File: src/rtl/min_delay_pipe.sv
// min_delay_pipe: CHANNELS independent WIDTH-bit lanes carried through a DEPTH-stage
// stallable register pipeline with valid/ready handshakes. Each lane can optionally
// AND its input with a registered, inverted copy of its previously loaded value.
// This gives a long, flop-dense register-to-register path with a reconvergent
// feedback net.

module min_delay_pipe #(
  parameter int unsigned WIDTH    = 8,
  parameter int unsigned DEPTH    = 4,
  parameter int unsigned CHANNELS = 2,
  parameter int unsigned FEEDBACK = 1
) (
  input  logic                         clk1,
  input  logic                         rst,
  input  logic                         in_valid,
  output logic                         in_ready,
  input  logic [CHANNELS*WIDTH-1:0]    in_data,
  input  logic                         fb_enable,
  output logic                         out_valid,
  input  logic                         out_ready,
  output logic [CHANNELS*WIDTH-1:0]    out_data,
  output logic [$clog2(DEPTH+1)-1:0]   count
);

  localparam int unsigned BusW = CHANNELS * WIDTH;
  localparam int unsigned CntW = $clog2(DEPTH + 1);

  logic [DEPTH-1:0] v_q;
  logic [DEPTH-1:0] v_d;
  logic [DEPTH-1:0] adv;
  logic [BusW-1:0]  data_q [DEPTH];
  logic [BusW-1:0]  fb_q;
  logic [BusW-1:0]  d0;
  logic [CntW-1:0]  count_q;
  logic [CntW-1:0]  count_d;
  logic             accept;
  logic             fb_active;

  // With FEEDBACK=0 this folds to constant 0, so fb_enable has no effect.
  assign fb_active = (FEEDBACK != 0) & fb_enable;

  assign in_ready  = ~v_q[0] | adv[0];
  assign accept    = in_valid & in_ready;
  assign out_valid = v_q[DEPTH-1];
  assign out_data  = data_q[DEPTH-1];
  assign count     = count_q;

  // Stage-0 load value, computed lane by lane so no bit crosses a lane boundary.
  for (genvar c = 0; c < CHANNELS; c++) begin : g_lane
    assign d0[c*WIDTH +: WIDTH] = fb_active ? (in_data[c*WIDTH +: WIDTH] & fb_q[c*WIDTH +: WIDTH])
                                            : in_data[c*WIDTH +: WIDTH];
  end

  // Advance chain: ready ripples combinationally from the output back so bubbles collapse.
  always_comb begin
    adv = '0;
    adv[DEPTH-1] = v_q[DEPTH-1] & out_ready;
    for (int k = DEPTH - 2; k >= 0; k--) begin
      adv[k] = v_q[k] & (~v_q[k+1] | adv[k+1]);
    end
  end

  // Next-state valid bits and occupancy count (popcount of the next valid vector).
  always_comb begin
    v_d     = v_q;
    count_d = '0;
    v_d[0]  = accept | (v_q[0] & ~adv[0]);
    for (int k = 1; k < DEPTH; k++) begin
      v_d[k] = adv[k-1] | (v_q[k] & ~adv[k]);
    end
    for (int k = 0; k < DEPTH; k++) begin
      count_d = count_d + CntW'(v_d[k]);
    end
  end

  // Valid bits and count register.
  always_ff @(posedge clk1 or posedge rst) begin
    if (rst) begin
      v_q     <= '0;
      count_q <= '0;
    end else begin
      v_q     <= v_d;
      count_q <= count_d;
    end
  end

  // Data registers: load only on a move so an emptied stage keeps its last value.
  always_ff @(posedge clk1 or posedge rst) begin
    if (rst) begin
      for (int k = 0; k < DEPTH; k++) begin
        data_q[k] <= '0;
      end
    end else begin
      if (accept) begin
        data_q[0] <= d0;
      end
      for (int k = 1; k < DEPTH; k++) begin
        if (adv[k-1]) begin
          data_q[k] <= data_q[k-1];
        end
      end
    end
  end

  // Feedback register: captures the inverted stage-0 load value on each feedback accept.
  always_ff @(posedge clk1 or posedge rst) begin
    if (rst) begin
      fb_q <= '1;
    end else if (accept && fb_active) begin
      fb_q <= ~d0;
    end
  end

endmodule

File: config.mk
export PLATFORM = sky130hd
export DESIGN_NAME = min_delay_pipe
export DESIGN_NICKNAME = d
export VERILOG_FILES = /design/src/rtl/min_delay_pipe.sv
export SDC_FILE = /design/constraint.sdc
export NUM_CORES = 1
export LEC_CHECK = 0
export CAP_MARGIN = 20
export CORE_UTILIZATION = 59
export CTS_CLUSTER_SIZE = 40
export DETAILED_ROUTE_END_ITERATION = 7
export PLACE_DENSITY = 0.83
export SYNTH_ARGS = -nofsm -noshare
export SYNTH_HDL_FRONTEND = slang
export SYNTH_SLANG_ARGS = --single-unit
export TNS_END_PERCENT = 10
File: constraint.sdc
create_clock -name clk1 -period 8.07 [get_ports clk1]
set_clock_uncertainty 0.2 [all_clocks]
set_input_delay 1.614 -clock clk1 [delete_from_list [all_inputs] [get_ports clk1]]
set_output_delay 1.614 -clock clk1 [all_outputs]
set_load 0.01 [all_outputs]
# [Word-level counts from Yosys, hierarchy flattened]
# Index checks and enable logic that the tools add are counted.
[totals] elab_cells=41 ff_bits=87 output_inout_bits=21 input_bits=21
[op_classes] n_reduce_logical=1 bitwise_logic=28 n_mux=2 add_sub_neg=3
[op_table] cell="$and 8x8->8" n=2
[op_table] cell="$mux 8" n=2
[op_table] cell="$not 16->16" n=1
[op_table] cell="$and 1x1->1" n=9
[op_table] cell="$not 1->1" n=8
[op_table] cell="$or 1x1->1" n=8
[op_table] cell="$add 2x1->3" n=1
[op_table] cell="$add 3x1->3" n=1
[op_table] cell="$add 1x1->2" n=1
[op_table] cell="$logic_and 1x1->1" n=1

# [Longest topological paths before layout]
# Gate-level depths: netlist of the first run.
[depth] depth_word=13 ltp_mapped=9

# [Least setup slack after synthesis of the first run]
# OpenSTA, ideal clock, no wires.
[synth_path] path_kind="input to output" start="in out_ready" end="out in_ready" arrival_time_ns=2.309 cell_stages=4 slack_ns=3.947 t_required_ns=6.256 path_cell_list="and3b_4 > and3_1 > buf_2 > inv_1"
[synth_between] elab_chain_cells=8
[synth_rtl] item="start, declared" line_no="20" rtl="input logic out_ready,"
[synth_rtl] item="$and 1x1->1" line_no="57" rtl="adv[DEPTH-1] = v_q[DEPTH-1] & out_ready;"
[synth_rtl] item="$or 1x1->1" line_no="59" rtl="adv[k] = v_q[k] & (~v_q[k+1] | adv[k+1]);"
[synth_rtl] item="$and 1x1->1" line_no="59"
[synth_rtl] item="$or 1x1->1" line_no="59"
[synth_rtl] item="$and 1x1->1" line_no="59"
[synth_rtl] item="$or 1x1->1" line_no="59"
[synth_rtl] item="$and 1x1->1" line_no="59"
[synth_rtl] item="$or 1x1->1" line_no="42" rtl="assign in_ready = ~v_q[0] | adv[0];"
[synth_rtl] item="end, declared" line_no="16" rtl="output logic in_ready,"
# Every way passes these cells.

# [Final worst setup path of the first run]
# Same ends and word-level chain as after synthesis.

==> results of run 1 <==
registers in the layout (all words and copies together) (netlist names):
name      cells
v_q           4
count         3
data_q       48
fb_q         16
out_data     16
cells by family after synthesis:
group | count (synthesis) | synth area share [%]
AOI/OAI and AO/OA | 36 | 7.43
adders and majority gates | 3 | 1.24
buffers and inverters | 51 | 7.43
DFF | 87 | 60.7
muxes | 64 | 19.9
and+or+nand+nor | 26 | 3.25
per-stage QoR:
stage	hold slack [ns]	total power, µW	setup WS (ns)	cells
finish	0.300	1360	2.67	376
global route	0.322	1440	2.57	376
CTS	0.302	1370	2.67	374
detailed placement	0.289	1020	2.68	358
global placement	0.285	992	2.76	358
floorplan	0.275	921	3.95	267
placed cells by master (no fill, tap or decap), drive strengths merged, types with 2 or more instances in the layout:
cell type,synthesis,final
dfrtp,71,71
dfstp,16,16
inv,24,23
bufinv,0,3
nand2,20,20
clkdlybuf4s50,0,41
buf,24,2
ha,2,2
mux2,64,64
nand2b,2,2
clkinv,1,3
o211ai,16,16
o22ai,16,16
clkinvlp,0,3
clkbuf,2,10
layout make-up:
type	instances	area [µm²]
fill	394	1680
sequential	87	2200
tap	75	93.8
clock buffer	9	124
inverter	25	95.1
clock inverter	7	121
multi-input combinational	129	1150
timing repair buffer	44	453
worst paths after layout:
path,from,to,slack (ns)
setup / recovery,out_ready,in_ready,2.67
hold / removal,data_q[33],data_q[17],0.30
setup reg to reg,v_q[3],count[1],5.36
hold reg to reg,data_q[33],data_q[17],0.30
max in group asynchronous,rst,fb_q[0],5.53
min in group asynchronous,rst,v_q[0],1.48
power groups by stage:
stage | clock (µW) | sequential (µW) | combinational [µW]
6_report | 359 | 674 | 331
4_1_cts | 365 | 676 | 333
2_1_floorplan | 0 | 661 | 260
3_3_place_gp | 0 | 674 | 318
3_5_place_dp | 0 | 685 | 330
5_1_grt | 380 | 696 | 364
routing by layer:
| metal | global-route usage, % | vias to the layer above |
|---|---|---|
| met4 | 9.64 | 0 |
| met3 | 3.41 | 11 |
| met1 | 28.0 | 1016 |
| li1 | - | 974 |
| met5 | 0 | - |
| met2 | 30.3 | 50 |
==> results_dict.tcl, run 1 <==
set metrics [dict create \
    gp_congestion 0.827 \
    min_path_cells 1 \
    synth_cells 267 \
    grt_max_degree 88 \
    seqPwrFrac_pct 49.4 \
    cp_slowest_cell "and3_1" \
    numCtsBuffers 9 \
    h-tree-depth 3 \
    start_kind "input pin" \
    sw_frac_of_total_pct 25.7 \
    synth_top_area_share_pct 49.1 \
    crit_path_end_kind "output pin" \
    required_ns 6.26 \
    synth_commonest_cells "dfrtp_1, mux2_2, inv_1" \
    wl_met1_mm 2.68 \
    antenna_found_initial 0 \
    cts_resized 0 \
    clk_path_buf_depth 2 \
    slew_viol_final 0 \
    p_int_uw 1010 \
    hold_buffers 0 \
    fin_crit_sh_pct 66.9 \
    ys_warn_count 0 \
    fp.dieW_um 80.3 \
    io-pin-count 42 \
    synth_edf_count 0 \
    routed_via_density 5.45 \
    cp_data_arrival_time_ns 3.58 \
    switchingPower_uw 351 \
    io_buffers 41 \
    critPathTopFamily "buffers and inverters" \
    grt.total_usage_pct 20.0 \
    cap_violations 0 \
    die-area_mm2 0.00645 \
    hpwlAfterDp_mm 3.62 \
    clkLatencyLatePin_ns 0.34 \
    met2RoutedLength_mm 2.55 \
    via_count 2051 \
    max_slew.worst_pin.slew_ns 0.919 \
    path_depth 5 \
    ys_top_cells_by_area "dfrtp_1, mux2_2, dfstp_2, buf_4, o211ai_1" \
    cp_max_fo 18 \
    slew_headroom_pct 38.7 \
    top_layer "met4" \
    first_pass_iters 4 \
    ys_seq_area_share_pct 60.7 \
    cp_cell_sequence "clkdlybuf4s50_1, and3b_4, and3_1, inv_1, clkdlybuf4s50_1" \
    p_leak_uw 0.00186 \
    status "completed" \
    wl_mm 5.50 \
    crit_type "in -> out" \
    synth_cell_types 24 \
    pwr_density_cell_mw_per_mm2 322 \
    power_frac_clock_pct 26.3 \
    fp.coreArea_mm2 0.00592 \
    finalNetCount 320 \
    hold_class "reg -> reg" \
    worstPathBufferInverterCount 3 \
    worst_path_largest_cell_delay_ns 0.56 \
    drive_gt1_share_pct 34.2 \
    rows 28 \
    cts_tree "done" \
    place_area_mm2 0.00396 \
    final_area_mm2 0.00424 \
    fmax_mhz 185 \
    async_reset_ff_share_pct 100 \
    drt-initial-drc-count 146 \
    yosysMostFrequentCell "dfrtp_1" \
    rsz0062_at_grt "false" \
    fin_setup_tns_ns 0 \
    gr-total-overflow 0 \
    initial_core_util_pct 61.1 \
    fp.dieH_um 80.3 \
    synthFlopType "dfrtp_1" \
    area_delta_synth_final_pct 17.1 \
    met3_length_um 169 \
    hold_violations 0 \
    cts-root-buf "clkbuf_8" \
    final_util_pct 71.6 \
    grt_pass1_wl_mm 9.52 \
    combPwrFrac_pct 24.3 \
    syn_area_mm2 0.00362 \
    r2r.worst_path.cells 7 \
    antenna_left 0 \
    finalSetupViolCount 0 \
    grt_pass1_vias 2005 \
    synth.avg_cell_area_um2 13.6 \
    drc 0 \
    cts_setup_buffers 0 \
    yosys.area.top_type "dfrtp_1" \
    avgRoutedWirePerCell_um 14.6 \
    syn_nets 291 \
    peakVddDrop_mv 0.197 \
    diodes 0 \
    crit_top_cell "clkdlybuf4s50_1" \
    cts.reportedPaths.clkPinSlew_ns 0.09 \
    synth-seq-cells 87 \
    cts_sinks 87 \
    layout_min_cycle_time_ns 5.40 \
]
(Power assumes the default switching activity.)
==> run 2: changes to the inputs <==
--- a/config.mk
+++ b/config.mk
@@ -6,10 +6,10 @@
 export NUM_CORES = 1
 export LEC_CHECK = 0
 export CAP_MARGIN = 20
-export CORE_UTILIZATION = 59
+export CORE_UTILIZATION = 55
 export CTS_CLUSTER_SIZE = 40
 export DETAILED_ROUTE_END_ITERATION = 7
-export PLACE_DENSITY = 0.83
+export PLACE_DENSITY = 0.79
 export SYNTH_ARGS = -nofsm -noshare
 export SYNTH_HDL_FRONTEND = slang
 export SYNTH_SLANG_ARGS = --single-unit
==> constraint.sdc (replaced) <==
create_clock -name clk1 -period 5.3 [get_ports clk1]
set_clock_uncertainty 0.2 [all_clocks]
set_input_delay 1.06 -clock clk1 [delete_from_list [all_inputs] [get_ports clk1]]
set_output_delay 1.06 -clock clk1 [all_outputs]
set_load 0.01 [all_outputs]
==> run 2 against run 1 <==
  * Non-clock buffer count is the same
  * Count of clock-buffer cells in the layout is the same
  * Total power grew 45%
  * Largest cell class unchanged
==> results_dict.tcl, run 2 (synthesis results as in run 1) <==
set metrics [dict create \
    status "completed" \
    combPwrFrac_pct 25.3 \
    peakVddDrop_mv 0.238 \
    gr-total-overflow 0 \
    power_frac_clock_pct 22.7 \
    p_int_uw 1450 \
    cts.reportedPaths.clkPinSlew_ns 0.08 \
    cts_sinks 87 \
    grt.total_usage_pct 17.7 \
    mostFrequentLayoutCell "dfrtp_1" \
    crit_path_end_kind "output pin" \
    p_total_uw 1970 \
    cp_data_arrival_time_ns 3.01 \
    antenna_found_initial 0 \
    hold_violations 0 \
    final_util_pct 65.7 \
    required_ns 4.04 \
    crit_type "in -> out" \
    hold_class "reg -> reg" \
    largest_register_ffs 48 \
    fin_setup_tns_ns 0 \
    fp.dieW_um 83.1 \
    via_count 2001 \
    fp.dieH_um 83.1 \
    max_slew.worst_pin.slew_ns 0.910 \
    antenna_left 0 \
    top_register "data_q" \
    layout_min_cycle_time_ns 4.27 \
    clk_path_buf_depth 2 \
    pwr_density_cell_mw_per_mm2 473 \
    rows 29 \
    diodes 0 \
    numCtsBuffers 9 \
    grt_pass1_wl_mm 9.76 \
    p_leak_uw 0.00184 \
    cts_resized 0 \
    start_kind "input pin" \
    cts_setup_buffers 0 \
    fmax_mhz 234 \
    slew_headroom_pct 39.3 \
    grt_pass1_vias 2080 \
    slew_viol_final 0 \
    finalSetupViolCount 0 \
    h-tree-depth 3 \
    cts-root-buf "clkbuf_8" \
    drive_gt1_share_pct 34.2 \
    grt_max_degree 56 \
    io-pin-count 42 \
    finalNetCount 320 \
    timing.hold.ws_ns 0.305 \
    die-area_mm2 0.00691 \
    clkLatencyLatePin_ns 0.34 \
    cp_max_fo 18 \
    hpwlAfterDp_mm 3.77 \
    seqPwrFrac_pct 52.0 \
    drt-initial-drc-count 95 \
    switchingPower_uw 527 \
    cts_tree "done" \
    io_buffers 41 \
    area_delta_synth_final_pct 15.2 \
    drc 0 \
    gp_congestion 0.736 \
    routed_via_density 5.29 \
    fp.coreArea_mm2 0.00635 \
    first_pass_iters 4 \
    cap_violations 0 \
    rsz0062_at_grt "false" \
    fin_crit_sh_pct 80.5 \
    mostFrequentLayoutCells "dfrtp_1, mux2_2, clkdlybuf4s50_1" \
    hold_buffers 0 \
    initial_core_util_pct 57.0 \
    avgRoutedWirePerCell_um 14.2 \
    sw_frac_of_total_pct 26.7 \
    wl_mm 5.35 \
]
-- run 2: path summary, 6_finish.rpt --
kind	slack [ns]	end	cells past startpoint	from
worst max-delay path	1.03	in_ready	5	out_ready
worst min-delay path	0.31	data_q[39]	1	data_q[55]
worst max register to register	2.60	count[1]	7	v_q[3]
worst min register to register	0.31	data_q[39]	1	data_q[55]
max in group asynchronous	2.96	data_q[29]	3	rst
min in group asynchronous	1.00	out_data[14]	2	rst
-- run 2: routing by layer --
layer  part of all wire, %  global-route usage, %
met1                    48                   24.6
met2                    47                   27.3
met3                   2.9                   2.68
met4                   2.2                   9.40
met5                     0                      0
-- run 2: layout make-up --
type,instances,area [µm²]
tap,77,96.3
inverter,25,95.1
sequential,87,2200
multi-input combinational,129,1150
clock buffer,9,124
timing repair buffer,44,433
clock inverter,7,71.3
fill,448,2180
-- run 2: power by group through the flow --
stage	registers, µW	logic (µW)	clock network (µW)
2_1_floorplan	1010	396	0
3_3_place_gp	1030	485	0
3_5_place_dp	1040	504	0
4_1_cts	1030	506	462
5_1_grt	1060	543	486
6_report	1030	499	448
-- run 2: metrics by stage --
step | setup WS (ns) | std cells | area [µm²]
floorplan | 1.82 | 267 | 3620
global placement | 1.08 | 361 | 3970
detailed placement | 1.03 | 361 | 3970
CTS | 1.02 | 377 | 4160
global route | 0.885 | 378 | 4170
finish | 1.03 | 378 | 4170
-- run 2: worst max-delay path, cell delays in order --
cell and delay, ns:
clkdlybuf4s50_1 0.42, and3b_4 0.33, and3_1 0.56, inv_1 0.12, clkdlybuf4s50_1 0.51
==> run 3: changes to the inputs <==
--- a/config.mk
+++ b/config.mk
@@ -6,10 +6,10 @@
 export NUM_CORES = 1
 export LEC_CHECK = 0
 export CAP_MARGIN = 20
-export CORE_UTILIZATION = 55
+export CORE_UTILIZATION = 50
 export CTS_CLUSTER_SIZE = 40
 export DETAILED_ROUTE_END_ITERATION = 7
-export PLACE_DENSITY = 0.79
+export PLACE_DENSITY = 0.75
 export SYNTH_ARGS = -nofsm -noshare
 export SYNTH_HDL_FRONTEND = slang
 export SYNTH_SLANG_ARGS = --single-unit
==> constraint.sdc (replaced) <==
create_clock -name clk1 -period 3.5 [get_ports clk1]
set_clock_uncertainty 0.2 [all_clocks]
set_input_delay 0.7 -clock clk1 [delete_from_list [all_inputs] [get_ports clk1]]
set_output_delay 0.7 -clock clk1 [all_outputs]
set_load 0.01 [all_outputs]
==> run 3 against run 2 <==
  * Sequential share of layout area decreased by 0.49 points
  * Critical endpoint unchanged
  * Count of clock-buffer cells in the layout unchanged
  * Utilization decreased by 4.7 points
  * Combinational power increased by 52%
  * Wire length increased by 2.3%
  * Highest routed layer unchanged
  * Largest power group unchanged
  * Total power increased by 48%
==> results_dict.tcl, run 3 (synthesis results as in run 1) <==
set metrics [dict create \
    p_leak_uw 0.00184 \
    crit_path_end_kind "output pin" \
    final_area_mm2 0.00421 \
    drt-initial-drc-count 51 \
    reg2reg_from "v_q[3]" \
    h-tree-depth 3 \
    mostFrequentLayoutCell "dfrtp_1" \
    place_area_mm2 0.00404 \
    worst_path_largest_cell_delay_ns 0.53 \
    drive_gt1_share_pct 35.3 \
    start_kind "input pin" \
    fin_cells 402 \
    peakVddDrop_mv 0.302 \
    mostFrequentLayoutCells "dfrtp_1, mux2_2, clkdlybuf4s50_1" \
    grt_pass1_vias 2056 \
    cp_cell_sequence "clkdlybuf4s50_1, and3b_4, and3_1, inv_1, clkdlybuf4s50_1" \
    drc 0 \
    combPwrFrac_pct 25.9 \
    startpoint "out_ready" \
    via_count 2011 \
    switchingPower_uw 805 \
    antenna_left 0 \
    rows 30 \
    cp_slowest_cell "clkdlybuf4s50_1" \
    layout_min_cycle_time_ns 3.12 \
    crit_top_cell "clkdlybuf4s50_1" \
    cts-root-buf "clkbuf_8" \
    rsz0062_at_grt "false" \
    min_from "data_q[50]" \
    setup_slack_ns 0.380 \
    pwr_density_cell_mw_per_mm2 695 \
    sw_frac_of_total_pct 27.5 \
    slew_viol_final 0 \
    seqPwrFrac_pct 53.0 \
    fin_crit_sh_pct 89.1 \
    dp.cells 386 \
    clk_path_buf_depth 2 \
    finalSetupViolCount 0 \
    cts_setup_buffers 0 \
    io-pin-count 42 \
    grt_pass1_wl_mm 9.76 \
    top_register "data_q" \
    hpwlAfterDp_mm 3.99 \
    p_int_uw 2120 \
    dp_slack_ns 0.368 \
    io_buffers 41 \
    status "completed" \
    hold_violations 0 \
    grt_max_degree 40 \
    initial_core_util_pct 52.4 \
    max_slew.worst_pin.slew_ns 0.769 \
    slew_headroom_pct 48.7 \
    cp_data_arrival_time_ns 2.22 \
    grt.total_usage_pct 17.2 \
    worstPathBufferInverterCount 3 \
    cap_violations 0 \
    cp_max_fo 4 \
    area_delta_synth_final_pct 16.3 \
    gp_congestion 0.792 \
    crit_type "in -> out" \
    power_frac_clock_pct 21.0 \
    critPathTopFamily "buffers and inverters" \
    fmax_mhz 321 \
    wl_mm 5.47 \
    cts_sinks 87 \
    first_pass_iters 4 \
    largest_register_ffs 48 \
    die-area_mm2 0.00758 \
    diodes 0 \
    clkLatencyLatePin_ns 0.35 \
    fp.dieH_um 87.1 \
    cts.reportedPaths.clkPinSlew_ns 0.09 \
    routed_via_density 5.00 \
    cts_resized 0 \
    fp.coreArea_mm2 0.00691 \
    hold_buffers 0 \
    avgRoutedWirePerCell_um 13.6 \
    antenna_found_initial 0 \
    numCtsBuffers 9 \
    required_ns 2.60 \
    hold_class "reg -> reg" \
    finalNetCount 325 \
    cts_tree "done" \
    fp.dieW_um 87.1 \
    fin_setup_tns_ns 0 \
    gr-total-overflow 0 \
]
run 3: path summary, 6_finish.rpt:
check | end | slack (ns) | cells after the start
max in group asynchronous | fb_q[15] | 1.81 | 3
worst max-delay path | in_ready | 0.38 | 5
worst min register to register | data_q[34] | 0.31 | 1
worst max register to register | count[1] | 1.25 | 7
worst min-delay path | data_q[34] | 0.31 | 1
min in group asynchronous | v_q[0] | 0.53 | 2
run 3: power groups by stage:
stage                     combinational [µW]  clock, µW  sequential, µW
after floorplan                          599          0            1520
after global placement                   743          0            1560
after detailed placement                 769          0            1580
after CTS                                771        629            1560
after global routing                     833        678            1600
final                                    759        615            1550
run 3: layout make-up:
| cell class | instances | area [µm²] |
|---|---|---|
| Fill cell | 579 | 2700 |
| Sequential cell | 87 | 2200 |
| Multi-Input combinational cell | 129 | 1150 |
| Timing Repair Buffer | 49 | 470 |
| Clock buffer | 9 | 124 |
| Tap cell | 96 | 120 |
| Inverter | 25 | 95.1 |
| Clock inverter | 7 | 48.8 |
run 3: per-stage QoR:
step / util, % / hold slack (ns) / power (µW)
detailed placement: 58.4 / 0.291 / 2350
CTS: 60.9 / 0.310 / 2960
finish: 60.9 / 0.306 / 2920
floorplan: - / 0.275 / 2120
global placement: 58.4 / 0.285 / 2300
global route: 60.9 / 0.319 / 3110
run 3: layer usage:
metal / vias up / global-route usage [%] / share of wire, %
li1: 979 / - / -
met1: 977 / 23.9 / 49
met2: 46 / 25.5 / 46
met3: 9 / 3.22 / 3.2
met4: 0 / 10.0 / 2.3
met5: - / 0 / 0
